## config.mk

```make
export PLATFORM = sky130hd
export DESIGN_NAME = acc_sequencer
export DESIGN_NICKNAME = d
export VERILOG_FILES = /design/src/rtl/acc_seq_pkg.sv /design/src/rtl/acc_seq_imem.sv /design/src/rtl/acc_sequencer.sv
export SDC_FILE = /design/constraint.sdc
export NUM_CORES = 1
export LEC_CHECK = 0
export CAP_MARGIN = 20
export CORE_AREA = 2 2 117 119
export DETAILED_ROUTE_END_ITERATION = 6
export DIE_AREA = 0 0 119 121
export GPL_ROUTABILITY_DRIVEN = 0
export PLACE_DENSITY = 0.8
export SETUP_SLACK_MARGIN = 0.2
export SLEW_MARGIN = 20
export SYNTH_ARGS = -nofsm -noshare
export SYNTH_HDL_FRONTEND = slang
export SYNTH_SLANG_ARGS = --single-unit
```

## constraint.sdc

```tcl
create_clock -name CLK -period 3.4 [get_ports CLK]
set_clock_uncertainty 0.1 [all_clocks]
set_input_delay 0.51 -clock CLK [delete_from_list [all_inputs] [get_ports CLK]]
set_output_delay 0.51 -clock CLK [all_outputs]
set_load 0.05 [all_outputs]
```

## src/rtl/acc_seq_pkg.sv

```systemverilog
// Shared definitions for the accumulator program sequencer:
// FSM state encoding, opcode values and instruction field positions.
package acc_seq_pkg;

    typedef enum logic [2:0] {
        S_IDLE  = 3'd0,
        S_LOAD  = 3'd1,
        S_FETCH = 3'd2,
        S_ISSUE = 3'd3,
        S_DONE  = 3'd4
    } state_t;

    localparam logic [3:0] OP_ADDI = 4'd0;
    localparam logic [3:0] OP_ADD  = 4'd1;
    localparam logic [3:0] OP_SUB  = 4'd2;
    localparam logic [3:0] OP_JMP  = 4'd3;
    localparam logic [3:0] OP_JZ   = 4'd4;
    localparam logic [3:0] OP_HALT = 4'd5;

    // Instruction word layout: operand [8:5], opcode [4:1], bit 0 passed through
    localparam int OPC_HI = 4;
    localparam int OPC_LO = 1;
    localparam int OPR_HI = 8;
    localparam int OPR_LO = 5;

    // True for opcodes that the datapath executes (and so need a write strobe)
    function automatic logic is_dp_op(input logic [3:0] opc);
        return (opc == OP_ADDI) || (opc == OP_ADD) || (opc == OP_SUB);
    endfunction

endpackage

```

## src/rtl/acc_seq_imem.sv

```systemverilog
// Instruction memory: DEPTH x 9 bits, one write port, one registered read
// port. No reset; contents are don't-care until a program is loaded.
module acc_seq_imem #(
    parameter int DEPTH = 16,
    parameter int PW    = $clog2(DEPTH)
) (
    input  logic          CLK,
    input  logic          wr_en,
    input  logic [PW-1:0] wr_addr,
    input  logic [8:0]    wr_data,
    input  logic          rd_en,
    input  logic [PW-1:0] rd_addr,
    output logic [8:0]    rd_data
);

    logic [8:0] mem_r [DEPTH];

    // Program write and synchronous read of the word at the fetch address
    always_ff @(posedge CLK) begin
        if (wr_en) begin
            mem_r[wr_addr] <= wr_data;
        end
        if (rd_en) begin
            rd_data <= mem_r[rd_addr];
        end
    end

endmodule

```

## src/rtl/acc_sequencer.sv

```systemverilog
// Program sequencer for the 9-bit accumulator datapath. Loads a program over
// a valid/ready stream, then fetches and issues it, resolving JMP/JZ/HALT
// locally and strobing WRITE_EN only for datapath ops.
// Optional feature macro: ACC_SEQ_STEP_EN (single-step on STEP rising edges).
module acc_sequencer
    import acc_seq_pkg::*;
#(
    parameter int DEPTH = 16,
    parameter int PW    = $clog2(DEPTH)
) (
    input  logic          CLK,
    input  logic          RESET,
    input  logic          LOAD_VALID,
    input  logic [8:0]    LOAD_DATA,
    input  logic          LOAD_LAST,
    output logic          LOAD_READY,
    input  logic          START,
    input  logic          STEP,
    input  logic          ACC_ZERO,
    output logic [8:0]    INSTR_OUT,
    output logic          WRITE_EN,
    output logic [PW-1:0] PC,
    output logic          BUSY,
    output logic          HALTED,
    output logic          ERR
);

    localparam int LW = PW + 1;  // holds 0..DEPTH
    localparam int CW = 9;       // common compare width for operand, PC and length

    state_t          state_r;
    logic [PW-1:0]   pc_r;
    logic [LW-1:0]   count_r;
    logic [LW-1:0]   len_r;
    logic [8:0]      instr_r;
    logic            wen_r;
    logic            busy_r;
    logic            halted_r;
    logic            err_r;
    logic            step_q_r;
    logic            step_wait_r;

    logic            ready_s;
    logic            hs_s;
    logic [PW-1:0]   wr_addr_s;
    logic            rd_en_s;
    logic [8:0]      rd_data_s;
    logic [3:0]      opc_s;
    logic [3:0]      opr_s;
    logic            jump_s;
    logic            halt_s;
    logic            tgt_bad_s;
    logic            last_s;
    logic [CW-1:0]   pc_inc_s;
    logic            step_rise_s;

    acc_seq_imem #(.DEPTH(DEPTH), .PW(PW)) u_imem (
        .CLK     (CLK),
        .wr_en   (hs_s),
        .wr_addr (wr_addr_s),
        .wr_data (LOAD_DATA),
        .rd_en   (rd_en_s),
        .rd_addr (pc_r),
        .rd_data (rd_data_s)
    );

    // Load acceptance depends only on state and fill level, never on LOAD_VALID
    always_comb begin
        case (state_r)
            S_IDLE, S_DONE: ready_s = 1'b1;
            S_LOAD:         ready_s = (count_r != LW'(DEPTH));
            default:        ready_s = 1'b0;
        endcase
    end

    // Handshake, write addressing and decode of the fetched word
    always_comb begin
        hs_s        = LOAD_VALID & ready_s;
        rd_en_s     = (state_r == S_FETCH);
        step_rise_s = STEP & ~step_q_r;
        if (state_r == S_LOAD) begin
            wr_addr_s = count_r[PW-1:0];
        end else begin
            wr_addr_s = {PW{1'b0}};
        end
        opc_s     = rd_data_s[OPC_HI:OPC_LO];
        opr_s     = rd_data_s[OPR_HI:OPR_LO];
        halt_s    = (opc_s == OP_HALT);
        jump_s    = (opc_s == OP_JMP) || ((opc_s == OP_JZ) && ACC_ZERO);
        tgt_bad_s = (CW'(opr_s) >= CW'(len_r));
        pc_inc_s  = CW'(pc_r) + CW'(1);
        last_s    = (pc_inc_s == CW'(len_r));
    end

    // Registered edge detector for single-step requests
    always_ff @(posedge CLK or posedge RESET) begin
        if (RESET) begin
            step_q_r <= 1'b0;
        end else begin
            step_q_r <= STEP;
        end
    end

    // Sequencer FSM with registered outputs
    always_ff @(posedge CLK or posedge RESET) begin
        if (RESET) begin
            state_r     <= S_IDLE;
            pc_r        <= {PW{1'b0}};
            count_r     <= {LW{1'b0}};
            len_r       <= {LW{1'b0}};
            instr_r     <= 9'h000;
            wen_r       <= 1'b0;
            busy_r      <= 1'b0;
            halted_r    <= 1'b0;
            err_r       <= 1'b0;
            step_wait_r <= 1'b0;
        end else begin
            wen_r <= 1'b0;
            case (state_r)
                S_IDLE, S_DONE: begin
                    if (hs_s) begin
                        count_r  <= LW'(1);
                        err_r    <= 1'b0;
                        halted_r <= 1'b0;
                        if (LOAD_LAST) begin
                            len_r   <= LW'(1);
                            state_r <= S_IDLE;
                        end else begin
                            state_r <= S_LOAD;
                        end
                    end else if (START && (len_r != {LW{1'b0}})) begin
                        pc_r     <= {PW{1'b0}};
                        err_r    <= 1'b0;
                        halted_r <= 1'b0;
                        busy_r   <= 1'b1;
                        state_r  <= S_FETCH;
                    end
                end
                S_LOAD: begin
                    if (LOAD_VALID) begin
                        if (count_r == LW'(DEPTH)) begin
                            // word beyond capacity: keep the full image, flag it
                            err_r   <= 1'b1;
                            len_r   <= LW'(DEPTH);
                            state_r <= S_IDLE;
                        end else begin
                            count_r <= count_r + LW'(1);
                            if (LOAD_LAST) begin
                                len_r   <= count_r + LW'(1);
                                state_r <= S_IDLE;
                            end
                        end
                    end
                end
                S_FETCH: begin
                    state_r <= S_ISSUE;
                end
                S_ISSUE: begin
                    if (step_wait_r) begin
                        // word already issued; only a fresh STEP edge moves on
                        if (step_rise_s) begin
                            step_wait_r <= 1'b0;
                            state_r     <= S_FETCH;
                        end
                    end else begin
                        instr_r <= rd_data_s;
                        wen_r   <= is_dp_op(opc_s);
                        if (halt_s || (jump_s && tgt_bad_s) || (!jump_s && last_s)) begin
                            err_r    <= jump_s & tgt_bad_s & ~halt_s;
                            busy_r   <= 1'b0;
                            halted_r <= 1'b1;
                            state_r  <= S_DONE;
                        end else begin
                            if (jump_s) begin
                                pc_r <= PW'(opr_s);
                            end else begin
                                pc_r <= pc_r + PW'(1);
                            end
`ifdef ACC_SEQ_STEP_EN
                            step_wait_r <= 1'b1;
`else
                            state_r <= S_FETCH;
`endif
                        end
                    end
                end
                default: begin
                    state_r  <= S_IDLE;
                    busy_r   <= 1'b0;
                    halted_r <= 1'b0;
                end
            endcase
        end
    end

    assign LOAD_READY = ready_s;
    assign INSTR_OUT  = instr_r;
    assign WRITE_EN   = wen_r;
    assign PC         = pc_r;
    assign BUSY       = busy_r;
    assign HALTED     = halted_r;
    assign ERR        = err_r;

endmodule

```

==> results by group, run 1 <==
Outcome
  • Status: finished, final reports clean

Clock tree
  • CTS resizes: 0
  • Postcts setup bufs: 0
  • Cts bufs inserted: 17
  • Clock Tree Buf Depth: 2
  • Hold Buf Count CTS: 0
  • Root buffer cell: clkbuf_16
  • Clk slew on worst S/H paths: 70 ps
  • CTS tree: built
  • Clk sink count: 185
  • Worst-Skew Late Latency: about 430 ps
  • H-tree depth: 4

Timing
  • Rel. slew slack: roughly half
  • Final worst setup slack: slightly below 400 ps
  • Final setup viols: 0
  • Setup TNS: 0 ps
  • Final Max Tran Viols: 0
  • RSZ-0062 raised after global routing: no
  • Period utilisation layout: around nine tenths
  • Minimum clock period: 3000 ps
  • Peak Freq: approximately 330 MHz
  • Worst-Margin Slew: between 700 and 800 ps
  • Hold Vio Cnt, Final: 0

Worst setup path
  • CP arrival: approximately 2400 ps
  • Peak fanout along the critical path: 11
  • Startpoint Class: flip-flop
  • CP Capture Type: output port
  • Critical path required time: around 2800 ps
  • Critical path type: flip-flop to output port

Floorplanning
  • Initial Utilization: 58.7%
  • Ports: 34
  • Die X: 119 µm
  • Rows: 42
  • Core ar.: 13,100 µm²
  • Die Ht: roughly 120 µm
  • Die area: ~14,000 µm²

Final layout
  • Most common cell after layout, fill and taps aside: edfxtp_1
  • Nets@finish: roughly 530
  • Design Area, Final: 8920 µm²
  • Fillers: ~810
  • Commonest non-fill, non-tap cells in the layout: 153 x edfxtp_1, 48 x nand2_1, 45 x mux4_2, 33 x clkdlybuf4s50_1, 31 x dfrtp_1
  • Antenna diodes: 0
  • Register area: about 5400 µm²
  • Multi-input gate area: around 2100 µm²
  • Layout cells sized above 1: a little over a fifth
  • Area delta synth->final: 16.1%

Place
  • Buffers on Ports: 33
  • Post-DP HPWL: between 9 and 10 mm
  • Post-Place Worst Slack: 671 ps
  • DP Area: between 8000 and 9000 µm²

Logic synthesis
  • Adder-cell share of the synthesized area: 1.14%
  • Post-synthesis xor/xnor area fraction: less than 1%
  • Yosys cell types: 57
  • Top FF cell, synth: edfxtp_1
  • Multiplexer area fraction after synthesis: between 10% and 20%
  • Main area contributors after synthesis: edfxtp_1 60%, mux4_2 13%, dfrtp_1 10%
  • Synth Area in Compound Gates: under 10%
  • Post-synth EDFFs: roughly 150
  • Yosys top cell by area: edfxtp_1
  • Simple-Gate Fraction of Synth Area: between 7 and 8%
  • Area share of the leading cell type in the synthesized netlist: 59.8%
  • Count of state elements after synthesis: 185
  • Post-Syn Nets: roughly 480
  • Syn Std Cell Area: about 7700 µm²
  • Count of warnings emitted by yosys: 0
  • Sequential-to-total area share from yosys stat: a little over two thirds
  • Largest family of logic cells by synthesized area: multiplexers
  • Mapped Cells: 453
  • Ys async rst share: between 10% and 20%
  • Post-Syn Area per Cell: 17.0 µm²

Route
  • Number of DRC markers in iteration 0: about 450
  • Routed via count: 4,286
  • DRT Wirelength: ~16 mm
  • Vias/cell: between 6 and 7
  • First-pass iteration count of the detailed router: 5
  • Post-route ant nets: 0
  • Average wire per standard cell: approximately 22 µm
  • # DRC: 0

Global routing
  • Total Routing Usage GR: a little under a quarter
  • Overflow after GRT: 0
  • First-pass GRT wire length: 24.6 mm
  • Vias in the first global route: 4,302
  • Largest net degree at the start of global routing: 41
  • Initial antenna violation count: 1

Job
  • Max-cap viol count: 0

Min path
  • HP Class: flip-flop to flip-flop

Power
  • Leak: 3.03 nW
  • Power Density: about 760 nW/µm²
  • VDD IR-drop max: around 620 µV
logic make-up after synthesis:
logic type	after synthesis
multiplexers	48
AND/OR/NAND/NOR	113
adder cells (fa/ha/maj)	7
flip-flops	185
AO/OA/AOI/OAI	58
buffers and inverters	34
XOR/XNOR	8
Yosys cell counts, types with 2 or more instances:
cell type and n:
edfxtp_1 153, nand2_1 48, mux4_2 45, dfrtp_1 32, nor2_1 27, o21ai_0 18
clkbuf_1 15, inv_1 13, nand3_1 13, a21oi_1 11, ha_1 7, nor3_1 4
xnor2_1 4, xor2_1 4, buf_2 3, buf_4 3, nand2b_1 3, a211oi_1 2
a22oi_1 2, a311o_1 2, mux2i_1 2, nand3b_1 2, nor3b_1 2, o211ai_1 2
o21ai_1 2, o22ai_1 2, o2bb2ai_1 2
final cells by class:
type,instances,share of cell area [%]
timing repair buffer,57,5.86
clock inverter,14,1.80
tap,176,2.47
sequential,185,60.5
inverter,13,0.547
multi-input combinational,234,24.0
clock buffer,18,4.81
report_power, final:
group,switching [W],internal (W)
registers,0.000190,0.00272
clock network,0.000856,0.00110
logic,0.00108,0.000794
total,0.00213,0.00462
per-stage QoR:
stage / std cells / hold WS, ps / util, % / power, W
3_5_place_dp: 665 / 336 / 63.7 / 0.00482
3_3_place_gp: 665 / 323 / 63.7 / 0.00476
6_report: 697 / 362 / 68.2 / 0.00675
4_1_cts: 697 / 374 / 68.2 / 0.00678
5_1_grt: 697 / 384 / 68.2 / 0.00704
2_1_floorplan: 453 / 315 / - / 0.00428
state kept, by name, indices dropped and copies added, names as in the netlist, 3 cells and up:
name,cells
INSTR_OUT,9
PC,4
count_r,5
len_r,5
state_r,3
u_imem.mem_r,144
u_imem.rd_data,9
worst max-delay path, stage by stage, from the launching register on:
cell and delay (ps):
dfrtp_1 550, inv_1 130, ha_1 230, nand3_1 90, nand2_1 80, nand2_1 80
clkdlybuf4s50_1 800
final timing paths:
check	from	endpoint	slack, ps	cells after the start
max in group asynchronous	RESET	PC[0]	2520	3
worst min-delay path	u_imem.rd_data[0]	INSTR_OUT[0]	360	2
worst max-delay path	count_r[0]	LOAD_READY	400	6
worst min register to register	u_imem.rd_data[0]	INSTR_OUT[0]	360	2
worst max register to register	count_r[0]	u_imem.mem_r[12][0]	860	8
min in group asynchronous	RESET	INSTR_OUT[3]	370	3
metal layers:
layer | share of wire (%) | track usage, %
met1 | 42 | 31.1
met2 | 50 | 38.5
met3 | 5.2 | 6.16
met4 | 2.7 | 7.96
met5 | 0.045 | 0
(Power assumes the default switching activity.)
==> run 2: changes to the inputs <==
Settings changed: CTS_CLUSTER_DIAMETER set to 120.
Clock period 3.4 ns to 3 ns, I/O delays scaled along.
==> run 2 against run 1 <==
Final cell count grew 0.29%. Global-route usage rose by 0.20 points. Sequential share of layout area up 0.10 points. First-iteration DRC count is 6.7% higher. Setup slack got worse by 130 ps. Hold slack got worse by 49 ps. Critical path depth fell by 5. Via count rose by 0.63%. Die area is the same. Non-clock buffer count increased by 2. Clock power rose by 7%. Routed wire length up 0.33%. Critical path type unchanged. Critical endpoint is now PC[3].
==> results by group, run 2 (synthesis results as in run 1) <==
Clock tree
  • H-tree depth: 4 (unchanged)
  • Clk slew on worst S/H paths: 70 ps (about the same)
  • Worst-Skew Late Latency: 430 ps (about the same)
  • Root buffer cell: clkbuf_16
  • CTS tree: built
  • Cts bufs inserted: 17 (unchanged)
  • Clk sink count: 185 (unchanged)
  • Postcts setup bufs: 0 (unchanged)
  • Hold Buf Count CTS: 0 (unchanged)
  • Clock Tree Buf Depth: 2 (unchanged)

Final layout
  • Commonest non-fill, non-tap cells in the layout: 153 x edfxtp_1, 48 x nand2_1, 45 x mux4_2, 31 x dfrtp_1, 31 x clkdlybuf4s50_1
  • Largest register FFs: 144 (unchanged)
  • Biggest register: u_imem.mem_r
  • Fillers: 858 (+6.6%)
  • Most common cell after layout, fill and taps aside: edfxtp_1
  • Nets@finish: 533 (+0.38%)
  • Antenna diodes: 0 (unchanged)
  • Layout cells sized above 1: 21.4% (+0.49 points)
  • Area delta synth->final: 15.9%

Worst setup path
  • CP max stage delay: 930 ps (+130 ps)
  • Cells along the critical path: clkdlybuf4s50_1
  • Startpoint Class: flip-flop
  • Flop2flop setup slack: 400 ps (-460 ps)
  • Largest delay share family, worst path: buffers and inverters
  • Cell at the slowest stage of the critical path: clkdlybuf4s50_1
  • WP buf/inv: 1 (-1)
  • Peak fanout along the critical path: 15 (+4)
  • Critical path type: flip-flop to output port
  • CP arrival: 2190 ps (-200 ps)
  • Critical path required time: 2450 ps (-340 ps)
  • CP Capture Type: output port

Floorplanning
  • Rows: 42 (unchanged)
  • Ports: 34 (unchanged)
  • Core ar.: 13,100 µm² (unchanged)
  • Die Ht: 121 µm (unchanged)
  • Initial Utilization: 58.7% (unchanged)
  • Die area: 14,400 µm² (unchanged)
  • Die X: 119 µm (unchanged)

Timing
  • Period utilisation layout: a little over 90%
  • Final worst setup slack: 265 ps (-131 ps)
  • Final setup viols: 0 (unchanged)
  • Hold Vio Cnt, Final: 0 (unchanged)
  • Minimum clock period: approximately 2700 ps
  • Setup TNS: 0 ps (unchanged)
  • Worst-Margin Slew: 902 ps (+179 ps)
  • Peak Freq: between 300 and 400 MHz
  • RSZ-0062 raised after global routing: no
  • Rel. slew slack: 39.7% (-12 points)
  • Final Max Tran Viols: 0 (unchanged)

Route
  • Post-route ant nets: 0 (unchanged)
  • DRT Wirelength: 15.7 mm (+0.33%)
  • # DRC: 0 (unchanged)
  • First-pass iteration count of the detailed router: 5 (unchanged)
  • Vias/cell: 6.17 (+0.34%)
  • Routed via count: 4,313 (+0.63%)
  • Average wire per standard cell: 22.4 µm (about the same)
  • Number of DRC markers in iteration 0: 476 (+6.7%)

Power
  • Leak: 3.03 nW (about the same)
  • Power Density: 846 nW/µm² (+12%)
  • Net load switching power: 0.00239 W (+12%)
  • Seq pwr share: 43.9% (+0.8 points)
  • Internal: 0.00515 W (+11%)
  • VDD IR-drop max: 473 µV (-24%)
  • Sw Ratio: 31.7% (+0.17 points)
  • Clk pwr share: 27.8% (-1.2 points)
  • Comb pwr share: 28.3% (+0.5 points)

Place
  • Buffers on Ports: 33 (unchanged)
  • Post-DP HPWL: 10.0 mm (+1.7%)
  • Post-Place Worst Slack: 444 ps (-227 ps)

Global routing
  • Largest net degree at the start of global routing: 37 (-9.8%)
  • First-pass GRT wire length: 24.7 mm (+0.48%)
  • Total Routing Usage GR: 23.7% (+0.20 points)
  • Initial antenna violation count: 0 (-1)
  • Vias in the first global route: 4,310 (+0.19%)
  • Overflow after GRT: 0 (unchanged)

Outcome
  • Status: finished, final reports clean

Job
  • Max-cap viol count: 0 (unchanged)

Min path
  • HP Class: primary input to async pin
[run 2: worst min-delay path, cell delays in order]
cell	delay, ps
clkdlybuf4s50_1	400
inv_1	50
buf_4	360
[run 2: area by class of cell]
class	count	area, µm²	share of cell area [%]
clock buffer	20	437	4.90
clock inverter	12	115	1.29
inverter	13	48.8	0.548
multi-input combinational	234	2150	24.2
sequential	185	5400	60.6
tap	176	220	2.47
timing repair buffer	59	536	6.01
[run 2: power groups by stage]
stage / registers, W / logic (W) / clock network [W]
after floorplan: 0.00350 / 0.00135 / 0
after global placement: 0.00333 / 0.00210 / 0
after detailed placement: 0.00336 / 0.00213 / 0
after CTS: 0.00331 / 0.00213 / 0.00212
after global routing: 0.00334 / 0.00231 / 0.00222
final: 0.00331 / 0.00214 / 0.00209
[run 2: timing repair]
action,in CTS,in global routing
hold endpoints to repair,0,0
gates resized for setup,1,1
endpoints found under the setup margin,1,1
[run 2: worst paths after layout]
path	startpoint	endpoint	cells past startpoint
setup / recovery	PC[3]	PC[3]	1
hold / removal	RESET	INSTR_OUT[4]	3
setup reg to reg	count_r[0]	u_imem.mem_r[12][5]	8
hold reg to reg	u_imem.rd_data[0]	INSTR_OUT[0]	2
max in group asynchronous	RESET	PC[0]	3
min in group CLK	u_imem.rd_data[0]	INSTR_OUT[0]	2
[run 2: stage by stage]
step / hold slack (ps) / instances / util (%) / total power, W / cell area, µm²
final: 313 / 699 / 68.1 / 0.00754 / 8900
after global routing: 359 / 699 / 68.1 / 0.00787 / 8900
after CTS: 324 / 699 / 68.0 / 0.00756 / 8900
after detailed placement: 333 / 667 / 63.8 / 0.00548 / 8350
after global placement: 325 / 667 / 63.8 / 0.00543 / 8350
after floorplan: 315 / 453 / - / 0.00485 / 7690
[run 2: routing by layer]
metal  routed length, µm  vias up  global-route usage, %
met3                1110       33                   5.69
met4                 423        0                   10.0
li1                    -     1893                      -
met5                   0        -                      0
met2                7930      205                   39.0
met1                6190     2182                   30.5
